### src/rtl/rotary_value_tracker_if.sv
// rtl/rotary_value_tracker_if.sv - detent, load and change-event signals of the rotary value tracker
interface rotary_value_tracker_if #(
    parameter int WIDTH = 8
);
    logic             i_cnt;
    logic             i_cnt_cw;
    logic             i_load;
    logic [WIDTH-1:0] i_load_val;
    logic [WIDTH-1:0] o_value;
    logic             o_evt_valid;
    logic             i_evt_ready;
    logic             o_evt_dir;
    logic             o_clamped;

    modport master (
        output i_cnt, i_cnt_cw, i_load, i_load_val, i_evt_ready,
        input  o_value, o_evt_valid, o_evt_dir, o_clamped
    );

    modport slave (
        input  i_cnt, i_cnt_cw, i_load, i_load_val, i_evt_ready,
        output o_value, o_evt_valid, o_evt_dir, o_clamped
    );
endinterface

### src/rtl/rotary_value_tracker.sv
// rtl/rotary_value_tracker.sv - bounded value register driven by encoder detents with velocity acceleration
module rotary_value_tracker #(
    parameter int WIDTH       = 8,
    parameter int MIN_VAL     = 0,
    parameter int MAX_VAL     = 99,
    parameter int INIT_VAL    = 0,
    parameter int WRAP        = 0,
    parameter int FAST_WINDOW = 50000,
    parameter int FAST_STEP   = 4
) (
    input  logic                 i_clk,
    input  logic                 i_rst,
    rotary_value_tracker_if.slave bus
);
    localparam int VW = WIDTH + 2;
    localparam int IW = $clog2(FAST_WINDOW + 1);

    typedef logic signed [VW-1:0] ext_t;

    localparam ext_t           MIN_X  = ext_t'(MIN_VAL);
    localparam ext_t           MAX_X  = ext_t'(MAX_VAL);
    localparam ext_t           ONE_X  = ext_t'(1);
    localparam ext_t           STEP_X = ext_t'(FAST_STEP);
    localparam logic [IW-1:0]  WIN    = IW'(FAST_WINDOW);
    localparam logic [WIDTH-1:0] INIT = WIDTH'(INIT_VAL);

    logic [WIDTH-1:0] value;
    logic             evt_valid;
    logic             evt_dir;
    logic             clamped;
    logic [IW-1:0]    interval;
    logic             last_dir;

    logic accept;
    ext_t cur_x;
    ext_t step_x;
    ext_t raw_x;
    ext_t next_x;
    ext_t load_x;
    ext_t lv_x;
    logic bound_hit;

    assign accept = bus.i_cnt & ~bus.i_load;

    // All arithmetic is done two bits wider so v+step and v-step never overflow.
    always_comb begin
        cur_x     = ext_t'({2'b00, value});
        step_x    = ONE_X;
        raw_x     = cur_x;
        next_x    = cur_x;
        bound_hit = 1'b0;
        if (interval < WIN && bus.i_cnt_cw == last_dir) begin
            step_x = STEP_X;
        end
        if (bus.i_cnt_cw) begin
            raw_x = cur_x + step_x;
            if (raw_x > MAX_X) begin
                bound_hit = 1'b1;
                next_x    = (WRAP != 0) ? MIN_X + (raw_x - MAX_X - ONE_X) : MAX_X;
            end else begin
                next_x = raw_x;
            end
        end else begin
            raw_x = cur_x - step_x;
            if (raw_x < MIN_X) begin
                bound_hit = 1'b1;
                next_x    = (WRAP != 0) ? MAX_X - (MIN_X - raw_x - ONE_X) : MIN_X;
            end else begin
                next_x = raw_x;
            end
        end
    end

    // Loaded values are forced into range regardless of wrap mode.
    always_comb begin
        lv_x   = ext_t'({2'b00, bus.i_load_val});
        load_x = lv_x;
        if (lv_x < MIN_X) begin
            load_x = MIN_X;
        end else if (lv_x > MAX_X) begin
            load_x = MAX_X;
        end
    end

    always_ff @(posedge i_clk) begin
        if (i_rst) begin
            value     <= INIT;
            evt_valid <= 1'b0;
            evt_dir   <= 1'b0;
            clamped   <= 1'b0;
            interval  <= WIN;
            last_dir  <= 1'b0;
        end else begin
            clamped <= 1'b0;
            if (bus.i_load) begin
                value    <= load_x[WIDTH-1:0];
                interval <= WIN;
            end else if (accept) begin
                value    <= next_x[WIDTH-1:0];
                interval <= '0;
                last_dir <= bus.i_cnt_cw;
                evt_dir  <= bus.i_cnt_cw;
                clamped  <= bound_hit && (WRAP == 0);
            end else if (interval < WIN) begin
                interval <= interval + 1'b1;
            end

            if (accept) begin
                evt_valid <= 1'b1;
            end else if (evt_valid && bus.i_evt_ready) begin
                evt_valid <= 1'b0;
            end
        end
    end

    assign bus.o_value     = value;
    assign bus.o_evt_valid = evt_valid;
    assign bus.o_evt_dir   = evt_dir;
    assign bus.o_clamped   = clamped;
endmodule

### src/flat_wrapper.sv
// flat-port wrapper written by rule: the top's interface ports become plain ports
module rotary_value_tracker_flat 
#(
    parameter int WIDTH       = 8,
    parameter int MIN_VAL     = 0,
    parameter int MAX_VAL     = 99,
    parameter int INIT_VAL    = 0,
    parameter int WRAP        = 0,
    parameter int FAST_WINDOW = 50000,
    parameter int FAST_STEP   = 4
)
  (i_clk, i_rst, bus_i_cnt, bus_i_cnt_cw, bus_i_load, bus_i_load_val, bus_i_evt_ready, bus_o_value, bus_o_evt_valid, bus_o_evt_dir, bus_o_clamped);
  rotary_value_tracker_if #(.WIDTH(WIDTH)) bus_i ();
  input  logic i_clk;
  input  logic i_rst;
  input wire logic [$bits(bus_i.i_cnt)-1:0] bus_i_cnt;
  input wire logic [$bits(bus_i.i_cnt_cw)-1:0] bus_i_cnt_cw;
  input wire logic [$bits(bus_i.i_load)-1:0] bus_i_load;
  input wire logic [$bits(bus_i.i_load_val)-1:0] bus_i_load_val;
  input wire logic [$bits(bus_i.i_evt_ready)-1:0] bus_i_evt_ready;
  output wire logic [$bits(bus_i.o_value)-1:0] bus_o_value;
  output wire logic [$bits(bus_i.o_evt_valid)-1:0] bus_o_evt_valid;
  output wire logic [$bits(bus_i.o_evt_dir)-1:0] bus_o_evt_dir;
  output wire logic [$bits(bus_i.o_clamped)-1:0] bus_o_clamped;
  assign bus_i.i_cnt = bus_i_cnt;
  assign bus_i.i_cnt_cw = bus_i_cnt_cw;
  assign bus_i.i_load = bus_i_load;
  assign bus_i.i_load_val = bus_i_load_val;
  assign bus_i.i_evt_ready = bus_i_evt_ready;
  assign bus_o_value = bus_i.o_value;
  assign bus_o_evt_valid = bus_i.o_evt_valid;
  assign bus_o_evt_dir = bus_i.o_evt_dir;
  assign bus_o_clamped = bus_i.o_clamped;
  rotary_value_tracker #(.WIDTH(WIDTH), .MIN_VAL(MIN_VAL), .MAX_VAL(MAX_VAL), .INIT_VAL(INIT_VAL), .WRAP(WRAP), .FAST_WINDOW(FAST_WINDOW), .FAST_STEP(FAST_STEP)) u_core (.i_clk(i_clk), .i_rst(i_rst), .bus(bus_i));
endmodule
### config.mk
export PLATFORM = sky130hd
export DESIGN_NAME = rotary_value_tracker_flat
export DESIGN_NICKNAME = d
export VERILOG_FILES = /design/src/rtl/rotary_value_tracker_if.sv /design/src/rtl/rotary_value_tracker.sv /design/src/flat_wrapper.sv
export SDC_FILE = /design/constraint.sdc
export NUM_CORES = 1
export LEC_CHECK = 0
export ABC_AREA = 1
export CORE_UTILIZATION = 40
export CTS_BUF_LIST = sky130_fd_sc_hd__clkbuf_8
export DETAILED_ROUTE_END_ITERATION = 16
export HOLD_SLACK_MARGIN = 0.02
export PLACE_DENSITY_LB_ADDON = 0.25
export SKIP_CTS_REPAIR_TIMING = 1
export SLEW_MARGIN = 20
export SYNTH_ARGS = -nofsm -noshare
export SYNTH_HDL_FRONTEND = slang
export SYNTH_SLANG_ARGS = --single-unit
### constraint.sdc
create_clock -name i_clk -period 2.9 [get_ports i_clk]
set_input_delay 0.87 -clock i_clk [delete_from_list [all_inputs] [get_ports i_clk]]
set_output_delay 0.87 -clock i_clk [all_outputs]
set_load 0.02 [all_outputs]
==> impl_metrics.toml, run 1 <==
[outcome]
status = "completed"

[hold_path]
hold_end = "u_core.bus.o_evt_valid$_SDFFE_PP0P_"
hold_path_depth = 2
hold_path_class = "flip-flop to flip-flop"
min_from = "u_core.bus.o_evt_valid$_SDFFE_PP0P_"

[final_layout]
layout_commonest_cell = "nand2_1"
syn_to_final_growth_pct = 33.9
fillers = 396
final_cell_mix = "nand2_1 (68), inv_1 (32), dfxtp_1 (27), nand3_1 (25), clkdlybuf4s50_1 (23)"
final_cells = 383
final_util_pct = 55.7
drive_gt1_share_pct = 20.8
final_nets = 353
diodes = 0

[die]
core.rowCount = 24
die_h_um = 69.3
coreArea_um2 = 4350
pin_count = 25
start_util_pct = 41.6
die-area_um2 = 4810
fp.dieW_um = 69.3

[yosys]
synthXorXnorAreaFrac_pct = 4.35
yosysUniqueCellTypes = 33
synth_fp_nets = 304
synth_top_area_share_pct = 29.8
yosys.area_share.simple_pct = 36.6
synth_top_family_by_area = "simple AND/OR/NAND/NOR gates"
synthMuxAreaShare_pct = 0
ys.flop_type = "dfxtp_1"
synth_top_cell_by_area = "dfxtp_1"
netlist_area_um2 = 1810
synth-compound-area-share_pct = 14.6
synth-seq-cells = 27
synth_fa_ha_area_share_pct = 4.83
seq_area_frac_synth_pct = 29.8
yosys-top-cells-area = "dfxtp_1 (30%), nand2_1 (15%), nand3_1 (7.5%), inv_1 (7.0%), o21ai_0 (5.0%)"
synth_edf_count = 0
avgSynthCellArea_um2 = 6.41
async_reset_ff_share_pct = 0
ys_warn_count = 0
synth_cells = 283

[detailed_routing]
wl_mm = 4.90
routedWlPerCell_um = 12.8
avgViaCountPerCell = 5.18
drc = 0
ant_nets = 0
dr.first_iter.drc_count = 154
vias = 1984
firstDrtPassIters = 4

[global_routing]
overflow = 0
track_usage_pct = 19.7
grt_pass1_vias = 1704
antenna_found_initial = 0
grt_pass1_wl_mm = 7.80
grt_max_degree = 17

[sta]
hold_viol_final = 0
max_freq_mhz = 386
finalCriticalPeriod_ps = 2590
rsz0062_at_grt = "no"
worst_pin_slew_ps = 458
max_slew_margin_pct = 69.3
setup_viol = 0
fin_crit_sh_pct = 89.3
fin_skew_ps = 3.46
slew_violations = 0

[critical_path]
worstRegToRegCells = 21
critPathLaunchType = "primary input"
crit_path_end_kind = "flip-flop"
r2r_end = "u_core.bus.o_value[0]$_SDFFE_PP0P_"
required_ps = 3130
path_class = "primary input to flip-flop"
crit_arrival_ps = 2820
crit_fanout = 5
r2r-start = "u_core.interval[6]$_SDFFE_PP1P_"
ff2ff_setup_slack_ps = 410

[power]
p_sw_uw = 330
power-per-cell-area_nw_per_um2 = 397
seqPwrFrac_pct = 42.5
p_leak_nw = 1.02
p_comb_share_pct = 33.6
p_int_uw = 635
vdd_drop_max_uv = 245
clock_power_share_pct = 23.9
swShare_pct = 34.2

[clock_tree]
clockRootBuffer = "clkbuf_8"
htree_levels = 1
clock_latency_ps = 280
cts.path.max_buffers = 2
clkSinkCount = 27
path_clk_slew_ps = 100
cts_tree = "built"
cts_buffers = 3

[job]
maxCapViolCount = 0

[placement]
placed_cells = 376
io_buffers = 24
dp_hpwl_mm = 3.67
place_congestion = 0.937
==> state kept, by name (all words and copies together) (netlist names) <==
name	flops
u_core.bus.o_clamped	1
u_core.interval	16
u_core.bus.o_value	8
u_core.bus.o_evt_dir	1
u_core.bus.o_evt_valid	1
==> worst max-delay path by stage <==
stage                 startpoint                                  to  depth (start not counted)
floorplan           bus_i_cnt_cw  u_core.bus.o_value[0]$_SDFFE_PP0P_                         14
global placement    bus_i_cnt_cw  u_core.bus.o_value[0]$_SDFFE_PP0P_                         15
detailed placement  bus_i_cnt_cw  u_core.bus.o_value[0]$_SDFFE_PP0P_                         15
CTS                 bus_i_cnt_cw  u_core.bus.o_value[0]$_SDFFE_PP0P_                         18
global route        bus_i_cnt_cw  u_core.bus.o_value[0]$_SDFFE_PP0P_                         18
finish              bus_i_cnt_cw  u_core.bus.o_value[0]$_SDFFE_PP0P_                         18
==> cell usage after synthesis, types with 4 or more instances <==
cell     number
nor2_2        4
xor2_1        8
ha_1          7
nand2_1      74
a21oi_1      10
nand4_1       5
dfxtp_1      27
nand3_1      27
o21ai_1       6
o21ai_0      18
inv_1        34
nor3_1       10
nor2_1       18
inv_2         9
==> metal layers <==
| metal | vias to the layer above | GRT usage, % | share of wire [%] |
|---|---|---|---|
| met3 | 11 | 2.33 | 6.9 |
| met4 | 0 | 4.08 | 1.7 |
| met2 | 67 | 29.7 | 44 |
| li1 | 1020 | - | - |
| met5 | - | 0 | 0 |
| met1 | 886 | 29.9 | 47 |
==> per-stage QoR <==
stage | setup slack [ps] | total power [mW] | hold slack, ps | instance area, µm² | TNS [ps]
2_1_floorplan | 206 | 0.581 | 437 | 1810 | 0
3_3_place_gp | -428 | 0.699 | 450 | 2250 | -3070
4_1_cts | -162 | 0.924 | 463 | 2300 | -571
6_report | 309 | 0.965 | 459 | 2430 | 0
5_1_grt | 203 | 1.01 | 493 | 2430 | 0
3_5_place_dp | -439 | 0.699 | 444 | 2250 | -3080
==> power groups by stage <==
stage               combinational, mW  sequential, mW  clock, mW
floorplan                       0.158           0.424          0
finish                          0.324           0.410      0.231
CTS                             0.285           0.407      0.232
global placement                0.283           0.416          0
global route                    0.352           0.413      0.244
detailed placement              0.284           0.415          0
==> critical path, stage by stage <==
cell            delay, ps
dlymetal6s2s_1        140
or2_4                 240
a21oi_2               160
inv_2                  90
ha_4                  230
inv_4                  80
nand3_4                80
nand2_4               110
nand2_1                50
nand2_1                50
nand2_1                60
nor2_1                110
nand2_1               100
nand2_2               110
nand2_2                80
nand2_1                60
nand2_1                80
a21oi_2               110
==> logic make-up after synthesis <==
| logic type | after synthesis |
|---|---|
| xor+xnor | 9 |
| compound gates | 46 |
| buf+inv | 46 |
| flops | 27 |
| simple gates | 148 |
| fa+ha+maj | 7 |
==> final cells by class <==
type / count / area (µm²) / share of cell area, %
multi-input combinational: 210 / 1190 / 49.0
sequential: 27 / 541 / 22.3
timing repair buffer: 47 / 419 / 17.3
inverter: 43 / 164 / 6.75
tap: 52 / 65.1 / 2.68
clock buffer: 3 / 41.3 / 1.70
clock inverter: 1 / 7.51 / 0.309
(Power assumes the default switching activity.)
==> inputs of run 2 (changes only) <==
SETUP_SLACK_MARGIN = 0.2   (was unset)
==> results of run 2 <==
No change in the layout: final DEF, timing and power equal those of run 1.
==> inputs of run 3 (changes only) <==
CTS_CLUSTER_SIZE = 25   (was unset)
==> results of run 3 <==
No change in the layout: final DEF, timing and power equal those of run 1.
